===== config.mk =====
export PLATFORM = sky130hd
export DESIGN_NAME = fetch_queue
export DESIGN_NICKNAME = d
export VERILOG_FILES = /design/src/rtl/fetch_pkg.sv /design/src/rtl/fetch_fifo.sv /design/src/rtl/fetch_queue.sv
export SDC_FILE = /design/constraint.sdc
export NUM_CORES = 1
export LEC_CHECK = 0
export CORE_MARGIN = 8
export CORE_UTILIZATION = 31
export DETAILED_ROUTE_END_ITERATION = 16
export HOLD_SLACK_MARGIN = 0.06
export PLACE_DENSITY = 0.47
export SLEW_MARGIN = 5
export SYNTH_ARGS = -nofsm -noshare
export SYNTH_HDL_FRONTEND = slang
export SYNTH_HIERARCHICAL = 1
export SYNTH_SLANG_ARGS = --single-unit

===== constraint.sdc =====
create_clock -name clk -period 4.78 [get_ports clk]
set_input_delay 0.478 -clock clk [delete_from_list [all_inputs] [get_ports clk]]
set_output_delay 0.478 -clock clk [all_outputs]
set_load 0.02 [all_outputs]

===== src/rtl/fetch_pkg.sv =====
// Shared types and constants for the instruction fetch front end.
package fetch_pkg;

  typedef enum logic {
    RUN   = 1'b0,
    FENCE = 1'b1
  } state_t;

  localparam int unsigned PC_INC     = 4;
  // Low PC bits cleared on every redirect target
  localparam int unsigned ALIGN_MASK = 3;

endpackage


===== src/rtl/fetch_fifo.sv =====
// Synchronous show-ahead FIFO holding {pc, instr} entries; head is visible on rdata.
module fetch_fifo #(
  parameter int unsigned DEPTH = 4,
  parameter int unsigned WIDTH = 64
) (
  input  logic                     clk,
  input  logic                     rst_n,
  input  logic                     push,
  input  logic                     pop,
  input  logic                     flush,
  input  logic [WIDTH-1:0]         wdata,
  output logic [WIDTH-1:0]         rdata,
  output logic [$clog2(DEPTH):0]   count
);

  localparam int unsigned PW = $clog2(DEPTH);
  localparam int unsigned CW = PW + 1;

  logic [WIDTH-1:0] mem [DEPTH];
  logic [PW-1:0]    wr_ptr;
  logic [PW-1:0]    rd_ptr;
  logic             do_push;
  logic             do_pop;

  // A full queue never takes a push, even if the head leaves the same cycle
  assign do_push = push && (count != CW'(DEPTH));
  assign do_pop  = pop && (count != '0);
  assign rdata   = mem[rd_ptr];

  always_ff @(posedge clk) begin
    if (!rst_n || flush) begin
      wr_ptr <= '0;
      rd_ptr <= '0;
      count  <= '0;
    end else begin
      if (do_push) wr_ptr <= wr_ptr + PW'(1);
      if (do_pop)  rd_ptr <= rd_ptr + PW'(1);
      count <= count + CW'(do_push) - CW'(do_pop);
    end
  end

  always_ff @(posedge clk) begin
    if (do_push) mem[wr_ptr] <= wdata;
  end

endmodule


===== src/rtl/fetch_queue.sv =====
// Fetch PC owner, I-cache requester and decode queue with redirect/FENCE.I handling.
// Optional FETCH_QUEUE_BYPASS_EN forwards a hit straight to decode when the queue is empty.
module fetch_queue
  import fetch_pkg::*;
#(
  parameter int unsigned           ADDR_WIDTH = 32,
  parameter int unsigned           DATA_WIDTH = 32,
  parameter int unsigned           DEPTH      = 4,
  parameter logic [ADDR_WIDTH-1:0] RESET_PC   = '0
) (
  input  logic                  clk,
  input  logic                  rst_n,
  output logic [ADDR_WIDTH-1:0] ic_addr,
  output logic                  ic_req,
  input  logic [DATA_WIDTH-1:0] ic_data,
  input  logic                  ic_valid,
  input  logic                  ic_stall,
  output logic                  ic_invalidate,
  input  logic                  redirect,
  input  logic                  fence_i,
  input  logic [ADDR_WIDTH-1:0] redirect_pc,
  output logic                  dec_valid,
  output logic [DATA_WIDTH-1:0] dec_instr,
  output logic [ADDR_WIDTH-1:0] dec_pc,
  input  logic                  dec_ready
);

  localparam int unsigned CW = $clog2(DEPTH) + 1;
  localparam int unsigned EW = ADDR_WIDTH + DATA_WIDTH;

  state_t                state;
  logic [ADDR_WIDTH-1:0] fetch_pc;
  logic [ADDR_WIDTH-1:0] target;
  logic [CW-1:0]         count;
  logic [EW-1:0]         head;
  logic                  flush;
  logic                  running;
  logic                  accept;
  logic                  q_valid;
  logic                  bypass;
  logic                  push;
  logic                  pop;

  assign target  = redirect_pc & ~ADDR_WIDTH'(ALIGN_MASK);
  assign flush   = fence_i || redirect;
  assign running = rst_n && (state == RUN);
  // Full gating looks only at the registered count, never at dec_ready
  assign ic_req  = running && (count < CW'(DEPTH));
  assign accept  = ic_req && ic_valid && !flush;
  assign q_valid = running && (count != '0);

`ifdef FETCH_QUEUE_BYPASS_EN
  assign bypass = running && (count == '0) && ic_valid && !flush;
`else
  assign bypass = 1'b0;
`endif

  assign push = accept && !(bypass && dec_ready);
  assign pop  = q_valid && dec_ready && !flush;

  assign ic_addr       = rst_n ? fetch_pc : RESET_PC;
  assign ic_invalidate = rst_n && (state == FENCE);
  assign dec_valid     = q_valid || bypass;

  // Bypass data wins; otherwise head of queue, zero when nothing is presented
  always_comb begin
    dec_instr = '0;
    dec_pc    = '0;
    if (bypass) begin
      dec_instr = ic_data;
      dec_pc    = fetch_pc;
    end else if (q_valid) begin
      dec_instr = head[DATA_WIDTH-1:0];
      dec_pc    = head[EW-1:DATA_WIDTH];
    end
  end

  // FENCE lasts one cycle unless another fence_i arrives; redirects reload the PC in either state
  always_ff @(posedge clk) begin
    if (!rst_n) begin
      state    <= RUN;
      fetch_pc <= RESET_PC;
    end else if (fence_i) begin
      state    <= FENCE;
      fetch_pc <= target;
    end else if (redirect) begin
      state    <= RUN;
      fetch_pc <= target;
    end else begin
      state <= RUN;
      if (accept) fetch_pc <= fetch_pc + ADDR_WIDTH'(PC_INC);
    end
  end

  fetch_fifo #(
    .DEPTH (DEPTH),
    .WIDTH (EW)
  ) u_fifo (
    .clk   (clk),
    .rst_n (rst_n),
    .push  (push),
    .pop   (pop),
    .flush (flush),
    .wdata ({fetch_pc, ic_data}),
    .rdata (head),
    .count (count)
  );

endmodule


==> impl_summary.md <==
Setup path
The largest fanout on the critical path is 35. Across all register-to-register paths, the minimum setup slack is between 1.5 and 2 ns. The critical path arrival is approximately 3.0 ns. Traced cell by cell, the critical path runs through buf_12 -> mux4_2 -> and2_1 -> clkdlybuf4s50_1. The worst setup path is of the reg -> out kind. The kind of end point of the critical path is an output pin. The critical path buffer and inverter count is 2. The worst stage delay on the critical path is 0.87 ns. Grouping stages by cell kind, the critical path spends the most delay in flip-flops. The worst flop-to-flop path endpoint is u_fifo/count[2]. In this run the number of cells on the critical path is 4. The end point of the critical path is dec_pc[19].

For the worst setup path, the data required time is around 4.3 ns. The worst setup path is launched from a register. For this design, the slowest cell found on the critical path is sky130_fd_sc_hd__dfxtp_4. The reg-to-reg critical path startpoint is u_fifo/count[2]. The number of cells traversed by the worst register-to-register path is 12.

Route
The number of vias in the routed layout is between 6000 and 7000. The residual DRC count is 0. The number of vias per cell is 4.79. The number of antenna-violating nets in the routed design is 0. The initial detailed-routing violation count is 342. Summed over all layers, the routed wires come to 30300 um. Dividing the detail-routed wire length by the instance count gives 20.8 um. Before antenna repair, the detailed router went through 4 iterations.

Power and ir drop
The power density over the cells is 365 mW/mm2. The combinational share of power is around 3.7%. The sequential share of power is 50.6%.

After layout, the design draws a total of roughly 5700 uW. In this run switching power makes up 20.6% of total power. The net switching component of the power is 1180 uW.

The static leakage is a little under 0.005 uW. The worst-case IR drop observed on VDD is around 0.00016 V. The internal power of the cells totals between 4000 and 5000 uW. The clock network accounts for roughly 46% of the total power.

Synth
The most repeated cell in the gate-level netlist after synthesis is sky130_fd_sc_hd__edfxtp_1. Counting flops with a built-in enable in the synthesized netlist gives 256. The gate count after technology mapping is roughly 730. The Yosys step of the flow raised 6 warnings. Yosys attributes the largest share of cell area to sky130_fd_sc_hd__edfxtp_1 (63%), sky130_fd_sc_hd__mux4_2 (11%), sky130_fd_sc_hd__dfxtp_1 (6.5%). The netlist uses 56 different library cells. The sequential fraction of the synthesis area is between 60 and 70%. The combined area of all synthesized cells is between 0.01 and 0.015 mm2.

The proportion of synthesized flip-flops having asynchronous set or reset is 0%. The dominant synthesized flop cell is sky130_fd_sc_hd__edfxtp_1. Summed over all instances, the cell type with the most area after synthesis is sky130_fd_sc_hd__edfxtp_1. In this run the mean area of a mapped cell was 16.9 um2. Sorting the synthesized cells by how often they occur yields sky130_fd_sc_hd__edfxtp_1 (256), sky130_fd_sc_hd__and2_1 (101), sky130_fd_sc_hd__mux4_2 (60), sky130_fd_sc_hd__dfxtp_1 (40).

After synthesis the netlist holds a flip-flop and latch count of 296. The area fraction of the dominant cell type after synthesis is approximately 63%.

Flow run
The tool flagged a number of max-cap violations equal to 0.

Status
The run finished with clean final reports.

Timing
Clock skew on the completed layout was measured at 0.0125 ns. The count of final hold-check violations is 0. Setup repair after global routing left no endpoint under its margin. For this run, the top clock speed supported by timing is roughly 290 MHz. In the final timing run, aggregate negative setup slack is 0 ns. After layout, the minimum clock period comes to roughly 3.5 ns.

The final count of pins violating max slew is 0. Headroom to the max-slew limit came out at between 40 and 50%. The transition time of the tightest slew-check pin is ~0.9 ns. The worst path uses 72.6% of the clock period. Setup violations remaining at the end of the flow were counted as 0.

Floorplanning
The floorplan step defined a core boundary enclosing slightly below 0.04 mm2. For this configuration, the core starts out at a cell density of roughly 31%. In this run the core area contains 73 standard-cell rows. The die width is between 200 and 250 um. The die area is 0.0462 mm2.

The top-level I/O count is between 150 and 200. The floorplan step set the die height to about 210 um.

Placement
The count of input and output buffers is about 160. The final weighted congestion in routability-driven placement is slightly below 0.8. The placed wire-length estimate is around 19000 um.

Final layout
After the last flow step, the layout net total stands at approximately 990. The post-route netlist has roughly 15% of its cells at a drive strength greater than 1. The number of filler cells placed in the layout is 3623. The combined area of the multi-input logic cells is roughly 0.0035 mm2. The layout overhead on the synthesized area is 27.5%. The number of antenna diodes is 0.

Once layout is complete, the utilization of the core stands at 39.7%. The sequential cell area is 0.00850 mm2.

GRT
The number of global-route vias before repair is around 7500. The number of antenna violations at the first check in global routing is 1. The overall fraction of global-route tracks in use is approximately 13%. Summed over all layers, the global routing overflow is 0. Entering global routing, the biggest net connects between 50 and 60 pins. The first-pass GRT wire length is approximately 47000 um.

Clocking
The clock insertion delay at the later pin of the skew report is between 0.5 and 0.6 ns. The longest clock path from root to sink contains 3 buffers. The number of gates resized after cts is 0. For this design, the CTS-stage hold fixing added 0 buffers.

The root buffer selected by CTS is sky130_fd_sc_hd__clkbuf_16. The number of post-CTS setup repair buffers is 0. The total number of H-tree levels is 2. TritonCTS built the clock tree. The TritonCTS buffer count is 36. Clock-pin slew was measured on the worst setup and hold paths at ~0.060 ns. The number of sinks handled by clock tree synthesis is just under 300.

Min path
The worst hold path passes through 3 cells. The min-delay analysis places its worst path in the category in -> reg.
[through the flow]
step | instance area, um2 | cells | worst slack (ns) | hold slack [ns]
finish | 15600 | 1457 | 1.31 | 0.475
global route | 15600 | 1457 | 1.07 | 0.511
CTS | 15600 | 1457 | 1.16 | 0.460
detailed placement | 14500 | 1393 | 1.25 | 0.511
global placement | 14500 | 1393 | 1.23 | 0.492
floorplan | 12300 | 735 | 1.46 | 0.460
[metal layers]
layer / track usage, % / wire length, um / vias up
met3: 3.68 / 1930 / 45
met1: 17.9 / 14200 / 3541
li1: - / - / 3205
met2: 19.8 / 13600 / 188
met4: 3.43 / 539 / 0
met5: 0 / 0 / -
[cells in the final DEF (no fill, tap or decap), types with 6 or more instances in the layout]
cell / synthesis / layout
sky130_fd_sc_hd__clkbuf_1: 25 / 6
sky130_fd_sc_hd__o31ai_1: 12 / 12
sky130_fd_sc_hd__nand2_1: 16 / 16
sky130_fd_sc_hd__and2_1: 101 / 101
sky130_fd_sc_hd__nand4_1: 10 / 10
sky130_fd_sc_hd__or4_1: 13 / 13
sky130_fd_sc_hd__clkdlybuf4s50_1: 0 / 163
sky130_fd_sc_hd__dfxtp_1: 40 / 38
sky130_fd_sc_hd__edfxtp_1: 256 / 256
sky130_fd_sc_hd__nand3_1: 21 / 21
sky130_fd_sc_hd__inv_1: 8 / 8
sky130_fd_sc_hd__xnor2_1: 7 / 7
sky130_fd_sc_hd__a21oi_1: 8 / 8
sky130_fd_sc_hd__mux4_2: 60 / 60
sky130_fd_sc_hd__conb_1: 1 / 10
sky130_fd_sc_hd__a31oi_1: 10 / 10
sky130_fd_sc_hd__xor2_1: 7 / 7
sky130_fd_sc_hd__o21ai_0: 25 / 25
sky130_fd_sc_hd__nor2_1: 21 / 19
sky130_fd_sc_hd__clkinv_1: 1 / 11
sky130_fd_sc_hd__clkbuf_16: 0 / 37
sky130_fd_sc_hd__buf_4: 2 / 8
sky130_fd_sc_hd__ha_1: 7 / 7
[cell type report]
type | count | area share (%)
clock buffer | 44 | 6.15
clock inverter | 20 | 1.10
multi-input combinational | 386 | 22.6
inverter | 9 | 0.216
tap | 525 | 4.20
sequential | 296 | 54.3
timing repair buffer | 177 | 11.5
[sequential cells by signal, indices dropped and copies added, names as in the netlist, named ones only]
name,count
state,1
u_fifo/wr_ptr,2
u_fifo/rd_ptr,2
fetch_pc,30
u_fifo/count,3
u_fifo/mem,256
[worst min-delay path: cells and delay by family]
family	cells	cell delay, ns
AOI/OAI and AO/OA	2	0.20
buffers and inverters	1	0.26
[logic make-up (layout without fill, tap and decap cells)]
kind of cell | count (synthesis) | count (layout) | share of synthesized area (%)
buffers and inverters | 53 | 250 | 2.63
xor gates and xnor gates | 14 | 14 | 0.999
AOI/OAI and AO/OA | 70 | 70 | 3.66
muxes | 66 | 66 | 12.1
and+or+nand+nor | 218 | 218 | 10.6
other | 1 | 10 | 0.0306
adders and majority gates | 8 | 8 | 0.877
DFF | 296 | 296 | 69.2
[power by group through the flow]
stage          logic [uW]  clock network, uW  registers [uW]
2_1_floorplan        94.1                  0            2920
3_3_place_gp          213                  0            2950
3_5_place_dp          213                  0            2950
4_1_cts               215               2710            2890
5_1_grt               231               2820            2900
6_report              212               2610            2890
[how the worst min path moves through the flow]
stage	start	to
2_1_floorplan	fetch_pc[31]	u_fifo/mem[0][63]
3_3_place_gp	u_fifo/wr_ptr[1]	u_fifo/wr_ptr[1]
3_5_place_dp	u_fifo/wr_ptr[1]	u_fifo/wr_ptr[1]
4_1_cts	rst_n	fetch_pc[8]
5_1_grt	rst_n	fetch_pc[8]
6_report	rst_n	fetch_pc[16]
No activity file was read; power rests on OpenSTA's default activity.
